--- config.mk ---
export PLATFORM = sky130hd
export DESIGN_NAME = tetris_nios_onchip_mem_arbiter
export DESIGN_NICKNAME = d
export VERILOG_FILES = /design/src/rtl/tetris_mem_pkg.sv /design/src/rtl/tetris_mem_arb_grant.sv /design/src/rtl/tetris_nios_onchip_mem_arbiter.sv
export SDC_FILE = /design/constraint.sdc
export NUM_CORES = 1
export LEC_CHECK = 0
export ABC_AREA = 1
export BUFFER_PORTS_ARGS = -buffer_cell sky130_fd_sc_hd__buf_2
export CORE_MARGIN = 5
export CORE_UTILIZATION = 27
export DETAILED_ROUTE_END_ITERATION = 10
export GPL_TIMING_DRIVEN = 0
export HOLD_SLACK_MARGIN = 0.15
export PLACE_DENSITY = 0.81
export SYNTH_ARGS = -nofsm -noshare
export SYNTH_HDL_FRONTEND = slang
export SYNTH_SLANG_ARGS = --single-unit
--- constraint.sdc ---
create_clock -name clk -period 1.65 [get_ports clk]
set_clock_uncertainty 0.1 [all_clocks]
set_input_delay 0.165 -clock clk [delete_from_list [all_inputs] [get_ports clk]]
set_output_delay 0.165 -clock clk [all_outputs]
set_load 0.005 [all_outputs]
--- src/rtl/tetris_mem_pkg.sv ---
// Shared defaults and port encodings for the on-chip RAM arbiter.
package tetris_mem_pkg;

  localparam int ADDR_W_DEF = 17;
  localparam int DATA_W_DEF = 16;
  localparam int BE_W_DEF   = 2;

  typedef enum logic {
    PORT_CPU = 1'b0,
    PORT_GFX = 1'b1
  } port_e;

endpackage

--- src/rtl/tetris_mem_arb_grant.sv ---
// Combinational grant decision for the two-port RAM arbiter.
// ONCHIP_ARB_PRIO_EN: port 1 wins ties until it has starved port 0 PRIO_LIMIT times.
module tetris_mem_arb_grant
  import tetris_mem_pkg::*;
#(
  parameter int PRIO_LIMIT = 4,
  parameter int CNT_W      = $clog2(PRIO_LIMIT + 1)
) (
  input  logic             req_cpu,
  input  logic             req_gfx,
  input  port_e            last_grant,
`ifdef ONCHIP_ARB_PRIO_EN
  input  logic [CNT_W-1:0] prio_cnt,
`endif
  output logic             gnt_valid,
  output port_e            gnt_port
);

  always_comb begin
    gnt_valid = req_cpu | req_gfx;
    gnt_port  = PORT_CPU;
    if (req_cpu && req_gfx) begin
`ifdef ONCHIP_ARB_PRIO_EN
      gnt_port = (prio_cnt >= CNT_W'(PRIO_LIMIT)) ? PORT_CPU : PORT_GFX;
`else
      gnt_port = (last_grant == PORT_CPU) ? PORT_GFX : PORT_CPU;
`endif
    end else if (req_gfx) begin
      gnt_port = PORT_GFX;
    end
  end

endmodule

--- src/rtl/tetris_nios_onchip_mem_arbiter.sv ---
// Two Avalon-style masters sharing one single-port RAM with 1-cycle read latency.
// ONCHIP_ARB_PRIO_EN selects bounded port-1 priority instead of round-robin.
module tetris_nios_onchip_mem_arbiter
  import tetris_mem_pkg::*;
#(
  parameter int ADDR_W     = ADDR_W_DEF,
  parameter int DATA_W     = DATA_W_DEF,
  parameter int BE_W       = BE_W_DEF,
  parameter int PRIO_LIMIT = 4
) (
  input  logic              clk,
  input  logic              reset_n,
  input  logic [ADDR_W-1:0] p0_address,
  input  logic [BE_W-1:0]   p0_byteenable,
  input  logic              p0_read,
  input  logic              p0_write,
  input  logic [DATA_W-1:0] p0_writedata,
  output logic              p0_waitrequest,
  output logic [DATA_W-1:0] p0_readdata,
  output logic              p0_readdatavalid,
  input  logic [ADDR_W-1:0] p1_address,
  input  logic [BE_W-1:0]   p1_byteenable,
  input  logic              p1_read,
  input  logic              p1_write,
  input  logic [DATA_W-1:0] p1_writedata,
  output logic              p1_waitrequest,
  output logic [DATA_W-1:0] p1_readdata,
  output logic              p1_readdatavalid,
  output logic [ADDR_W-1:0] mem_address,
  output logic [BE_W-1:0]   mem_byteenable,
  output logic [DATA_W-1:0] mem_writedata,
  output logic              mem_chipselect,
  output logic              mem_write,
  output logic              mem_clken,
  input  logic [DATA_W-1:0] mem_readdata
);

  localparam int CNT_W = $clog2(PRIO_LIMIT + 1);

  // Handshake: a master holds read/write until it sees waitrequest=0 in the
  // same cycle; that cycle is the accept. Reads answer with a one-cycle
  // readdatavalid pulse exactly one cycle after accept; writes never answer.

  logic  req_cpu, req_gfx;
  logic  gnt_valid, gnt_write;
  port_e gnt_port, last_grant;
  logic  rd_pend;
  port_e rd_port;

  // Requests are masked during reset so nothing reaches the RAM.
  assign req_cpu = reset_n & (p0_read | p0_write);
  assign req_gfx = reset_n & (p1_read | p1_write);

`ifdef ONCHIP_ARB_PRIO_EN
  logic [CNT_W-1:0] prio_cnt;
`endif

  tetris_mem_arb_grant #(
    .PRIO_LIMIT (PRIO_LIMIT),
    .CNT_W      (CNT_W)
  ) u_grant (
    .req_cpu    (req_cpu),
    .req_gfx    (req_gfx),
    .last_grant (last_grant),
`ifdef ONCHIP_ARB_PRIO_EN
    .prio_cnt   (prio_cnt),
`endif
    .gnt_valid  (gnt_valid),
    .gnt_port   (gnt_port)
  );

  always_comb begin
    mem_address    = p0_address;
    mem_writedata  = p0_writedata;
    gnt_write      = p0_write;
    mem_byteenable = p0_byteenable;
    if (gnt_port == PORT_GFX) begin
      mem_address    = p1_address;
      mem_writedata  = p1_writedata;
      gnt_write      = p1_write;
      mem_byteenable = p1_byteenable;
    end
    // Reads always fetch the full word.
    if (!gnt_write) mem_byteenable = {BE_W{1'b1}};
    mem_chipselect = gnt_valid;
    mem_write      = gnt_valid & gnt_write;
    mem_clken      = reset_n;
    p0_waitrequest = !(gnt_valid && gnt_port == PORT_CPU);
    p1_waitrequest = !(gnt_valid && gnt_port == PORT_GFX);
  end

  always_ff @(posedge clk or negedge reset_n) begin
    if (!reset_n) begin
      last_grant <= PORT_GFX;
      rd_pend    <= 1'b0;
      rd_port    <= PORT_CPU;
    end else begin
      if (gnt_valid) last_grant <= gnt_port;
      rd_pend <= gnt_valid & ~gnt_write;
      rd_port <= gnt_port;
    end
  end

`ifdef ONCHIP_ARB_PRIO_EN
  // Counts port-1 wins while port 0 is kept waiting; saturates at the limit.
  always_ff @(posedge clk or negedge reset_n) begin
    if (!reset_n) begin
      prio_cnt <= '0;
    end else if (!req_cpu || (gnt_valid && gnt_port == PORT_CPU)) begin
      prio_cnt <= '0;
    end else if (gnt_valid && gnt_port == PORT_GFX && prio_cnt < CNT_W'(PRIO_LIMIT)) begin
      prio_cnt <= prio_cnt + CNT_W'(1);
    end
  end
`endif

  assign p0_readdata      = mem_readdata;
  assign p1_readdata      = mem_readdata;
  assign p0_readdatavalid = rd_pend && rd_port == PORT_CPU;
  assign p1_readdatavalid = rd_pend && rd_port == PORT_GFX;

endmodule

==> metrics.md <==
| Metric | Value |
|---|---|
| Status | `finished, violations left` |
| Violated checks | `setup timing` |
| Clock buffer depth | `2` |
| YS warnings | `0` |
| Top cells by area, synth | `nand2_1 44%, buf_4 26%, dfrtp_1 5.3%` |
| Endpoints failing setup | `16` |
| First-pass GRT wire length | `6650 microns` |
| Pre-CTS WS | `165 ps` |
| WP data arrival | `1400 ps` |
| Number of global-route vias before repair | `1569` |
| Min-delay worst type | `in -> async` |
| Share of post-route cells with drive strength above 1 | `65.1%` |
| TNS Setup | `-101 ps` |
| Drt first pass iters | `4` |
| Setup ws final | `-14.7 ps` |
| Post-synthesis sequential area ratio | `8.10%` |
| Netlist Area Pre-Place | `942 sq um` |
| Port Buf Inserts | `149` |
| Drc violations | `0` |
| Drt wl/cell | `10.9 microns` |
| Inserted Clock Buffers | `3` |
| Die Span Y | `69.1 microns` |
| Final Wtd Congestion | `0.789` |
| CTS tree | `yes` |
| Remaining Overflow, GRT | `0` |
| Cells after synthesis | `178` |
| Area grow syn2layout | `101%` |
| Crit Path Class | `reg -> out` |
| CTS Sinks | `3` |
| Leakage power | `1.30 nW` |
| GRT Total Usage | `16.2%` |
| Worst r2r src | `last_grant` |
| Seq cells post-synth | `3` |
| Slew @ Worst Pin | `224 ps` |
| Fill cells | `368` |
| Total wire length | `4170 microns` |
| Fmax | `601 MHz` |
| Area share of the largest cell type after synthesis | `44.2%` |
| Initial antenna violation count | `0` |
| CTS clock-pin slew for the worst setup and hold paths | `40 ps` |
| Die width | `69.1 microns` |
| R2R depth | `8` |
| Core footprint | `3360 sq um` |
| Max IR drop VDD | `0.202 mV` |
| CP max FO | `10` |
| Rows | `21` |
| Fin. max-slew vios | `0` |
| Fin util | `56.4%` |
| Worst skew pair latency | `230 ps` |
| Avg Cell Area, Syn | `5.29 sq um` |
| Distinct cells, synth | `17` |
| Final Critical Period | `1660 ps` |
| Root buf cell | `clkbuf_4` |
| Nets | `431` |
| Critical path endpoint category | `primary output` |
| IO Count | `166` |
| Antenna cells | `0` |
| Synth area leader | `nand2_1` |
| PwrDens | `425 nW/um^2` |
| Largest net degree at the start of global routing | `11` |
| RSZ-0062 raised after global routing | `yes` |
| Die area | `4770 sq um` |
| Final period util | `101%` |
| H-tree levels | `1` |
| Relative slew slack | `85.1%` |
| WP data required | `1380 ps` |
| Maxcap violations | `0` |
| Vias per inst | `4.04` |
| Capturing point of the worst reg2reg path | `rd_pend` |
| Worst reg2reg setup slack | `220 ps` |
| Vias | `1552` |
| Initial DRC count | `29` |
| DP Wirelength | `3550 microns` |
| Syn_nets | `270` |
| Startpoint types | `flip-flop` |
| Hold Violations, Final | `0` |
| Post-route ant nets | `0` |
| Initial core utilization | `28.0%` |
[per-layer routing]
metal | global-route usage [%] | vias to the layer above | share of wire, %
met3 | 5.52 | 2 | 11
met1 | 15.9 | 656 | 36
met2 | 31.6 | 83 | 53
met4 | 4.99 | 0 | 0.48
li1 | - | 811 | -
met5 | 0 | - | 0
[cell families (layout without fill, tap and decap cells)]
logic type,Yosys count,after routing,share of synthesized area [%]
AO/OA/AOI/OAI,2,2,2.26
AND/OR/NAND/NOR,124,124,53.1
buffers and inverters,49,209,36.5
flip-flops,3,3,8.10
[flip-flops by register name, indices dropped and copies added (netlist names)]
register and count:
last_grant 1, rd_pend 1, rd_port 1
[synth_stat cells, drive strengths merged]
cell type  instances
dfrtp              2
inv                9
dfstp              1
a21oi              1
o21ai              1
buf               40
nand2            114
nand3b             2
nor2               6
nand3              2
[what timing repair did]
item,in CTS,in global routing
endpoints found under the hold margin,3,0
resized for setup,10,16
endpoints found under the setup margin,33,37
pin swaps,1,3
gates cloned,2,0
buffers inserted,3,1
hold buffers,1,0
[cell usage in the layout (no fill, tap or decap), drive strengths merged]
| cell | synthesis | routed |
|---|---|---|
| a21oi | 1 | 1 |
| nand3b | 2 | 2 |
| dfrtp | 2 | 2 |
| dlygate4sd3 | 0 | 1 |
| o21ai | 1 | 1 |
| dfstp | 1 | 1 |
| nand3 | 2 | 2 |
| nor2 | 6 | 6 |
| buf | 40 | 195 |
| clkbuf | 0 | 4 |
| inv | 9 | 9 |
| nand2 | 114 | 114 |
[worst max path at each step]
stage	end	startpoint	cells after the start	slack [ps]
2_1_floorplan	mem_writedata[10]	last_grant	5	370
4_1_cts	mem_writedata[11]	last_grant	7	-30
5_1_grt	mem_address[3]	last_grant	7	-100
3_3_place_gp	mem_address[14]	last_grant	6	180
6_report	mem_address[3]	last_grant	7	-10
3_5_place_dp	mem_address[14]	last_grant	6	170
[report_power, final]
group	switching, mW	internal [mW]
registers	0.00579	0.0848
logic	0.261	0.325
clock network	0.0384	0.0907
[layout make-up]
class	instances	area [sq um]	share of cell area, %
Timing Repair Buffer	156	805	42.4
Tap cell	46	57.6	3.03
Sequential cell	3	76.3	4.02
Multi-Input combinational cell	126	564	29.7
Buffer	40	327	17.2
Clock buffer	4	26.3	1.39
Inverter	9	41.3	2.18
[critical path: stages (launching register included)]
cell,delay [ps]
dfstp_2,540
o21ai_4,70
nand2_4,130
inv_8,60
buf_8,140
nand2_1,50
nand2_1,50
buf_2,120
[stage by stage]
stage	hold slack (ps)	cells	cell area, sq um	power [mW]
floorplan	-231	178	942	0.362
global placement	-128	373	1750	0.617
detailed placement	-127	373	1750	0.628
CTS	193	383	1840	0.796
global route	218	384	1900	0.886
finish	202	384	1900	0.805
Note: power is estimated with default switching activity, not from simulation.
